==> src/rtl/bit_serializer_if.sv <==
// Parallel-in / serial-out bus for bit_serializer.
// The slave side is the serializer; the master side is whoever feeds words and watches the bit stream.
interface bit_serializer_if #(
    parameter int WIDTH = 8
);
    logic [WIDTH-1:0] in_data;
    logic             in_valid;
    logic             in_ready;
    logic             abort;
    logic             out_bit;
    logic             out_valid;
    logic             frame_start;
    logic             busy;

    modport master (
        output in_data, in_valid, abort,
        input  in_ready, out_bit, out_valid, frame_start, busy
    );

    modport slave (
        input  in_data, in_valid, abort,
        output in_ready, out_bit, out_valid, frame_start, busy
    );
endinterface

==> src/rtl/bit_serializer.sv <==
// Word-to-bit serializer with a one-word holding buffer for gapless back-to-back frames.
// Idle cycles emit out_bit = 0 so a downstream sequence detector sees zeros between frames.
module bit_serializer #(
    parameter int WIDTH     = 8,
    parameter bit MSB_FIRST = 1'b1
) (
    input logic             clk,
    input logic             reset,
    bit_serializer_if.slave bus
);
    localparam int            CW       = $clog2(WIDTH);
    localparam logic [CW-1:0] CNT_LAST = CW'(WIDTH - 1);

    typedef enum logic {IDLE, SHIFT} state_e;

    state_e           state_q, state_d;
    logic [WIDTH-1:0] shift_q, shift_d;
    logic [WIDTH-1:0] hold_q, hold_d;
    logic [CW-1:0]    cnt_q, cnt_d;
    logic             hold_full_q, hold_full_d;
    logic             handshake;
    logic [WIDTH-1:0] shifted;

    assign handshake = bus.in_valid && !hold_full_q;
    assign shifted   = MSB_FIRST ? {shift_q[WIDTH-2:0], 1'b0} : {1'b0, shift_q[WIDTH-1:1]};

    assign bus.in_ready    = !hold_full_q;
    assign bus.out_valid   = (state_q == SHIFT);
    assign bus.out_bit     = (state_q == SHIFT) && (MSB_FIRST ? shift_q[WIDTH-1] : shift_q[0]);
    assign bus.frame_start = (state_q == SHIFT) && (cnt_q == CNT_LAST);
    assign bus.busy        = (state_q == SHIFT) || hold_full_q;

    always_comb begin
        // NOTE: every signal gets its hold value first so no path through the case infers a latch.
        state_d     = state_q;
        shift_d     = shift_q;
        cnt_d       = cnt_q;
        hold_d      = hold_q;
        hold_full_d = hold_full_q;

        if (bus.abort) begin
            state_d     = IDLE;
            shift_d     = '0;
            cnt_d       = '0;
            hold_full_d = 1'b0;
        end else begin
            case (state_q)
                IDLE: begin
                    if (handshake) begin
                        shift_d = bus.in_data;
                        cnt_d   = CNT_LAST;
                        state_d = SHIFT;
                    end
                end
                SHIFT: begin
                    if (cnt_q != '0) begin
                        shift_d = shifted;
                        cnt_d   = cnt_q - CW'(1);
                        if (handshake) begin
                            hold_d      = bus.in_data;
                            hold_full_d = 1'b1;
                        end
                    end else if (hold_full_q) begin
                        // Last bit: chain the buffered word so the next frame follows with no gap.
                        shift_d     = hold_q;
                        hold_full_d = 1'b0;
                        cnt_d       = CNT_LAST;
                    end else if (handshake) begin
                        shift_d = bus.in_data;
                        cnt_d   = CNT_LAST;
                    end else begin
                        shift_d = '0;
                        state_d = IDLE;
                    end
                end
                default: state_d = IDLE;
            endcase
        end
    end

    always_ff @(posedge clk) begin
        // NOTE: state registers use non-blocking assignments so all flops update from pre-edge values.
        if (!reset) begin
            state_q     <= IDLE;
            shift_q     <= '0;
            cnt_q       <= '0;
            hold_full_q <= 1'b0;
        end else begin
            state_q     <= state_d;
            shift_q     <= shift_d;
            cnt_q       <= cnt_d;
            hold_full_q <= hold_full_d;
        end
    end

    // NOTE: the holding buffer is plain data qualified by hold_full_q, so it carries no reset.
    always_ff @(posedge clk) begin
        hold_q <= hold_d;
    end
endmodule

==> src/flat_wrapper.sv <==
// flat-port wrapper written by rule: the top's interface ports become plain ports
module bit_serializer_flat 
#(
    parameter int WIDTH     = 8,
    parameter bit MSB_FIRST = 1'b1
)
  (clk, reset, bus_in_data, bus_in_valid, bus_abort, bus_in_ready, bus_out_bit, bus_out_valid, bus_frame_start, bus_busy);
  bit_serializer_if #(.WIDTH(WIDTH)) bus_i ();
  input logic clk;
  input logic reset;
  input wire logic [$bits(bus_i.in_data)-1:0] bus_in_data;
  input wire logic [$bits(bus_i.in_valid)-1:0] bus_in_valid;
  input wire logic [$bits(bus_i.abort)-1:0] bus_abort;
  output wire logic [$bits(bus_i.in_ready)-1:0] bus_in_ready;
  output wire logic [$bits(bus_i.out_bit)-1:0] bus_out_bit;
  output wire logic [$bits(bus_i.out_valid)-1:0] bus_out_valid;
  output wire logic [$bits(bus_i.frame_start)-1:0] bus_frame_start;
  output wire logic [$bits(bus_i.busy)-1:0] bus_busy;
  assign bus_i.in_data = bus_in_data;
  assign bus_i.in_valid = bus_in_valid;
  assign bus_i.abort = bus_abort;
  assign bus_in_ready = bus_i.in_ready;
  assign bus_out_bit = bus_i.out_bit;
  assign bus_out_valid = bus_i.out_valid;
  assign bus_frame_start = bus_i.frame_start;
  assign bus_busy = bus_i.busy;
  bit_serializer #(.WIDTH(WIDTH), .MSB_FIRST(MSB_FIRST)) u_core (.clk(clk), .reset(reset), .bus(bus_i));
endmodule
==> config.mk <==
export PLATFORM = sky130hd
export DESIGN_NAME = bit_serializer_flat
export DESIGN_NICKNAME = d
export VERILOG_FILES = /design/src/rtl/bit_serializer_if.sv /design/src/rtl/bit_serializer.sv /design/src/flat_wrapper.sv
export SDC_FILE = /design/constraint.sdc
export NUM_CORES = 1
export LEC_CHECK = 0
export ABC_CLOCK_PERIOD_IN_PS = 2300
export BUFFER_PORTS_ARGS = -buffer_cell sky130_fd_sc_hd__buf_2
export CAP_MARGIN = 40
export CORE_MARGIN = 2
export CORE_UTILIZATION = 53
export DETAILED_ROUTE_END_ITERATION = 8
export GPL_TIMING_DRIVEN = 0
export HOLD_SLACK_MARGIN = 0.02
export PLACE_DENSITY_LB_ADDON = 0.15
export SYNTH_ARGS = -nofsm -noshare
export SYNTH_HDL_FRONTEND = slang
export SYNTH_SLANG_ARGS = --single-unit
==> constraint.sdc <==
create_clock -name clk -period 2.3 [get_ports clk]
set_input_delay 0.46 -clock clk [delete_from_list [all_inputs] [get_ports clk]]
set_output_delay 0.46 -clock clk [all_outputs]
set_load 0.01 [all_outputs]
Word-level counts from Yosys, hierarchy flattened
Index checks and enable logic that the tools add are counted. Widths: inputs -> output; s select.

Add/sub/neg operators: 1. Equal/unequal tests: 3. Muxes and demuxes: 15. Bitwise logic cells: 3. Reductions and logical operators: 9.

Operators by type and width (number): $mux 8 (4); $pmux 8 s2 (1); $mux 3 (3); $pmux 3 s2 (1); $mux 1 (5); $ne 2x1->1 const B (2); $reduce_and 4->1 (1); $eq 3x3->1 const B (1); $logic_and 1x1->1 (3); $not 1->1 (3); $reduce_bool 3->1 (1); $sub 3x1->3 const B (1); $pmux 1 s2 (1); $reduce_and 2->1 (1); $reduce_or 2->1 (1); $logic_not 1->1 (1); $logic_or 1x1->1 (1).

Flip-flop bits (word level): 21. Bits of input ports: 12. Output and inout port bits: 5. Word-level logic and storage cells: 36.

Longest topological paths before layout
Gate-level depths: netlist of the first run.

Depth after elaboration: 6. Mapped depth: 5. Gate-level depth less buffers: 5.

Least setup slack after synthesis of the first run
OpenSTA, ideal clock, no wires.

Path kind: register -> register. Start point: register u_core.cnt_q[0]. End point: register u_core.hold_q[0] (enable). Library setup time: 0.383 ns. Arrival time: 1.548 ns. Path slack: 0.369 ns. Cell stages (with the launch flop): 6. Buffers on the path: 0. Cell sequence: dfxtp_1 > inv_1 > ha_1 > nand2b_1 > nand2_1 > nor3_1.

Longest elaborated chain between the ends: 2.

Ends and longest elaborated chain: from (decl) (RTL line bit_serializer.sv:19) `logic [CW-1:0] cnt_q, cnt_d;`; from (signal assigned) (RTL line bit_serializer.sv:91) `cnt_q <= cnt_d;`; $reduce_bool 3->1 (RTL line bit_serializer.sv:56) `if (cnt_q != '0) begin`; $reduce_and 4->1 (no source line); to (signal assigned) (RTL line bit_serializer.sv:98) `hold_q <= hold_d;`; to (decl) (RTL line bit_serializer.sv:18) `logic [WIDTH-1:0] hold_q, hold_d;`.

Every way passes these cells. A chain may end at the register's enable or synchronous reset.

Final worst setup path of the first run
Ends and elaborated chain as after synthesis.

==> results.yml, run 1 <==
floorplanning:
  die_w_um: 47.1
  fp.dieH_um: 47.1
  num_rows: 15
  die_area_um2: 2210
  start_util: 0.569
  ios: 17
  core-area_um2: 1730
clocking:
  cts_hold_buf: 0
  cts_tree: "done"
  clk_latency_ns: 0.30
  ctsLongestPathBuffers: 2
  cts_buffers: 3
  cts-root-buf: "clkbuf_4"
  clk_transition_reported_paths_ns: 0.12
  h-tree-depth: 1
  cts_num_sinks: 21
timing:
  fin_crit_sh: 0.846
  fin_tns_setup_ns: 0
  hold_violations: 0
  rsz0062_at_grt: "no"
  period_needed_ns: 1.94
  hold_slack_ns: 0.340
  tightest_slew_ns: 0.389
  finalSetupViolCount: 0
  worst_slack_ns: 0.355
  slew_headroom: 0.739
  report.final.slew_viol_count: 0
  max_freq_ghz: 0.514
  finClkSkew_ns: 0.00254
setup_path:
  path_cells: "inv_1 > ha_1 > nand2b_1 > nand2_1 > nor3_2 > buf_2"
  cp_data_required_time_ns: 2.33
  r2r_cells: 6
  critPathKind: "reg -> reg"
  endpoint_kind: "register"
  crit_slowest_cell: "nor3_2"
  path_depth: 6
  cpLargestDelayFamily: "simple AND/OR/NAND/NOR gates"
  path_buf_inv: 2
  max_stage_delay_ns: 0.41
  critPathArrivalTime_ns: 1.97
  cp_max_fo: 8
  start_kind: "register"
cells_and_area:
  fillers: 148
  finalNetCount: 127
  drive_gt1_frac: 0.297
  multiInputGateArea_um2: 424
  areaGrowthSynthToFinish_pct: 15.2
  fin_area_um2: 1130
  layout_common_cells: "19 x buf_2, 13 x dfxtp_1, 9 x nand2_1, 8 x a22oi_1, 8 x edfxtp_1"
  regArea_um2: 500
  num_antenna_cells: 0
  final_util: 0.655
  layout_commonest_cell: "buf_2"
  stdcell_count: 136
logic_synthesis:
  ys_ff_latch: 21
  synth_top_area_cell: "dfxtp_1"
  ys_types: 31
  yosys-top-cells-area: "dfxtp_1 26%, edfxtp_1 24%, o221ai_1 6.2%"
  yosysSeqAreaShare: 0.510
  synth.top_cell.area_share: 0.265
  async_reset_ff_frac: 0
  synth-edff-count: 8
  syn_nets: 105
  synth_area_um2: 982
  yosys_warnings: 0
  synth_flop_cell: "dfxtp_1"
  syn_inst: 90
  syn-mean-instance-area_um2: 10.9
routing:
  dr.first_iter.drc_count: 10
  avgRoutedWirePerCell_um: 13.9
  antenna_left: 0
  drc: 0
  vias: 766
  dr.pass1.iters: 4
  totalWireLength_mm: 1.89
  avgViaCountPerCell: 5.63
grt:
  grtUsageTotal: 0.192
  grt_first_pass_wirelength_mm: 2.94
  grt_max_degree: 13
  overflow: 0
  antenna_found_initial: 0
  grt_pass1_vias: 708
hold_path:
  holdPathStages: 1
  worstHoldPathType: "in -> reg"
run:
  max_cap_viol_count: 0
placed_design:
  hpwl_mm: 1.36
  port_buffers: 16
  dp_cells: 132
  place.gp.congestion: 0.760
  post-place-ws_ns: 0.141
  place_area_um2: 1100
power:
  p_leak_nw: 0.435
  vdd_drop_max_uv: 489
  finalPower_mw: 0.659
  powerDensity_nw_per_um2: 583
status:
  status: "complete, no violations"
==> final cells by class <==
cell class,instances,area share
Tap cell,25,0.0277
Sequential cell,21,0.442
Clock buffer,3,0.0199
Timing Repair Buffer,17,0.0752
Clock inverter,1,0.00442
Inverter,5,0.0166
Buffer,6,0.0387
Multi-Input combinational cell,58,0.375
==> registers in the layout (all words and copies together), names as in the netlist <==
signal	count
u_core.shift_q	8
u_core.hold_full_q	1
u_core.bus.out_valid	1
u_core.cnt_q	3
u_core.hold_q	8
==> power by group <==
part / internal [mW] / switching (mW)
Combinational: 0.0335 / 0.0481
Clock: 0.0648 / 0.112
Sequential: 0.395 / 0.00534
Total: 0.494 / 0.166
==> logic make-up after synthesis <==
group | synth area share
adder cells (fa/ha/maj) | 0.0382
flip-flops | 0.510
buffers and inverters | 0.0637
AO/OA/AOI/OAI | 0.223
AND/OR/NAND/NOR | 0.166
==> routing by layer <==
layer / vias up / GRT usage / wire, µm
li1: 384 / - / -
met1: 360 / 0.245 / 880
met2: 20 / 0.321 / 910
met3: 2 / 0.0346 / 85
met4: 0 / 0.0778 / 12
met5: - / 0 / 0
==> path summary, 6_finish.rpt <==
path / startpoint / end / slack [ns]
hold reg to reg: u_core.shift_q[0] / u_core.shift_q[0] / 0.51
hold / removal: bus_in_data[7] / u_core.hold_q[7] / 0.34
setup reg to reg: u_core.cnt_q[0] / u_core.hold_q[0] / 0.36
setup / recovery: u_core.cnt_q[0] / u_core.hold_q[0] / 0.36
==> cell usage after synthesis, types with 2 or more instances <==
| cell type | n |
|---|---|
| dfxtp_1 | 13 |
| nand2_1 | 9 |
| a22oi_1 | 8 |
| edfxtp_1 | 8 |
| o221ai_1 | 7 |
| nand4_1 | 6 |
| inv_1 | 4 |
| ha_1 | 3 |
| nand2b_1 | 3 |
| a21oi_1 | 2 |
| a221oi_2 | 2 |
| buf_2 | 2 |
| buf_6 | 2 |
| nor2_1 | 2 |
| nor2b_1 | 2 |
| nor3_1 | 2 |
==> what timing repair did <==
| action | CTS | global route |
|---|---|---|
| hold endpoints to repair | 0 | 0 |
| resized for setup | 0 | 1 |
| setup buffers | 0 | 0 |
| endpoints found under the setup margin | 0 | 4 |
No activity file was read; power rests on OpenSTA's default activity.
==> run 2: changes to the inputs <==
- ABC_CLOCK_PERIOD_IN_PS: 2300 -> 1700
- CORE_UTILIZATION: 53 -> 48
- clock period: 2.3 -> 1.7 ns (I/O delays scaled with it)
==> results.yml, run 2 (synthesis results as in run 1) <==
setup_path:
  worst_r2r_startpoint: "u_core.cnt_q[0]"
  endpoint_kind: "output port"
  cp_data_required_time_ns: 1.36
  critPathKind: "reg -> out"
  start_kind: "register"
  cp_max_fo: 10
  worst_r2r_endpoint: "u_core.hold_q[0]"
  critPathArrivalTime_ns: 1.25
  r2r_cells: 6
  r2r_slack_ns: 0.15
grt:
  overflow: 0
  grtUsageTotal: 0.186
  antenna_found_initial: 0
  grt_first_pass_wirelength_mm: 3.43
  grt_max_degree: 13
  grt_pass1_vias: 732
hold_path:
  holdPathStages: 1
  holdCritStartpoint: "bus_in_data[1]"
  holdPathEnd: "u_core.hold_q[1]"
  worstHoldPathType: "in -> reg"
routing:
  vias: 778
  dr.first_iter.drc_count: 23
  totalWireLength_mm: 1.93
  dr.pass1.iters: 4
  antenna_left: 0
  avgRoutedWirePerCell_um: 14.0
  avgViaCountPerCell: 5.64
  drc: 0
timing:
  slew_headroom: 0.704
  max_freq_ghz: 0.627
  rsz0062_at_grt: "no"
  tightest_slew_ns: 0.443
  report.final.slew_viol_count: 0
  period_needed_ns: 1.59
  hold_slack_ns: 0.227
  hold_violations: 0
  fin_tns_setup_ns: 0
  finClkSkew_ns: 0.00208
  fin_crit_sh: 0.938
  finalSetupViolCount: 0
clocking:
  clk_latency_ns: 0.30
  cts_hold_buf: 0
  h-tree-depth: 1
  cts_buffers: 3
  clk_transition_reported_paths_ns: 0.12
  cts_num_sinks: 21
  cts_tree: "done"
  cts-root-buf: "clkbuf_4"
  ctsLongestPathBuffers: 2
cells_and_area:
  final_util: 0.602
  num_antenna_cells: 0
  finalNetCount: 127
  largestRegisters: "u_core.hold_q (8), u_core.shift_q (8), u_core.cnt_q (3)"
  fillers: 164
  layout_common_cells: "18 x buf_2, 13 x dfxtp_1, 8 x nand2_1, 8 x a22oi_1, 8 x edfxtp_1"
  areaGrowthSynthToFinish_pct: 19.1
  fin_area_um2: 1170
  layout_commonest_cell: "buf_2"
  drive_gt1_frac: 0.315
status:
  status: "complete, no violations"
power:
  p_sw_frac: 0.250
  seqPwrFrac: 0.605
  finalPower_mw: 0.895
  pwr-share-comb: 0.132
  clkPwrFrac: 0.263
  switchingPower_mw: 0.224
  p_int_mw: 0.671
  powerDensity_nw_per_um2: 765
  p_leak_nw: 0.454
  vdd_drop_max_uv: 544
floorplanning:
  core-area_um2: 1940
  die_area_um2: 2420
  die_w_um: 49.2
  start_util: 0.506
  num_rows: 16
  ios: 17
  fp.dieH_um: 49.2
placed_design:
  place_area_um2: 1100
  place.gp.congestion: 0.722
  port_buffers: 16
  hpwl_mm: 1.42
run:
  max_cap_viol_count: 0
==> run 2: cell counts in the layout (fill, tap and decap cells not counted) <==
Identical to the previous run, type by type.
==> run 2: what timing repair did <==
item	in CTS	in global routing
setup buffers	1	0
pin swaps	1	0
setup endpoints to repair	8	8
gates resized for setup	2	2
==> run 2: metrics by stage <==
step | worst slack (ns) | cells
floorplan | 0.00658 | 90
global placement | -0.245 | 133
detailed placement | -0.300 | 133
CTS | 0.0424 | 138
global route | 0.0103 | 138
finish | 0.106 | 138
==> run 2: routing by layer <==
| layer | track usage | vias up | wire length (µm) |
|---|---|---|---|
| met5 | 0 | - | 0 |
| met4 | 0.0857 | 0 | 42 |
| met3 | 0.0307 | 4 | 56 |
| met2 | 0.295 | 13 | 926 |
| met1 | 0.248 | 376 | 906 |
| li1 | - | 385 | - |
==> run 2: layout make-up <==
class | instances | area [µm²] | area share
plain buffers | 6 | 43.8 | 0.0374
clock buffers | 3 | 22.5 | 0.0193
clock inverters | 1 | 5.00 | 0.00428
inverters | 5 | 18.8 | 0.0160
multi-input cells | 58 | 445 | 0.381
flip-flops and latches | 21 | 500 | 0.428
well taps | 27 | 33.8 | 0.0289
repair buffers | 17 | 100 | 0.0856
==> run 2: worst max path at each step <==
stage	startpoint	to	cells after the start
after floorplan	u_core.cnt_q[0]	u_core.hold_q[0]	5
after global placement	u_core.cnt_q[0]	u_core.hold_q[4]	5
after detailed placement	u_core.cnt_q[0]	u_core.hold_q[4]	5
after CTS	u_core.cnt_q[0]	u_core.hold_q[0]	6
after global routing	u_core.bus.out_valid	bus_busy	5
final	u_core.bus.out_valid	bus_busy	5
==> run 2: worst max-delay path, cell delays in order, from the launching register on <==
cell     delay [ns]
dfxtp_1        0.33
buf_6          0.14
inv_2          0.06
buf_2          0.20
nand2_1        0.08
buf_2          0.14
==> run 2: power groups by stage <==
stage          registers [mW]  logic [mW]  clock network, mW
2_1_floorplan           0.552      0.0746                  0
3_3_place_gp            0.553       0.107                  0
3_5_place_dp            0.553       0.110                  0
4_1_cts                 0.542       0.114              0.243
5_1_grt                 0.544       0.132              0.265
6_report                0.542       0.118              0.235
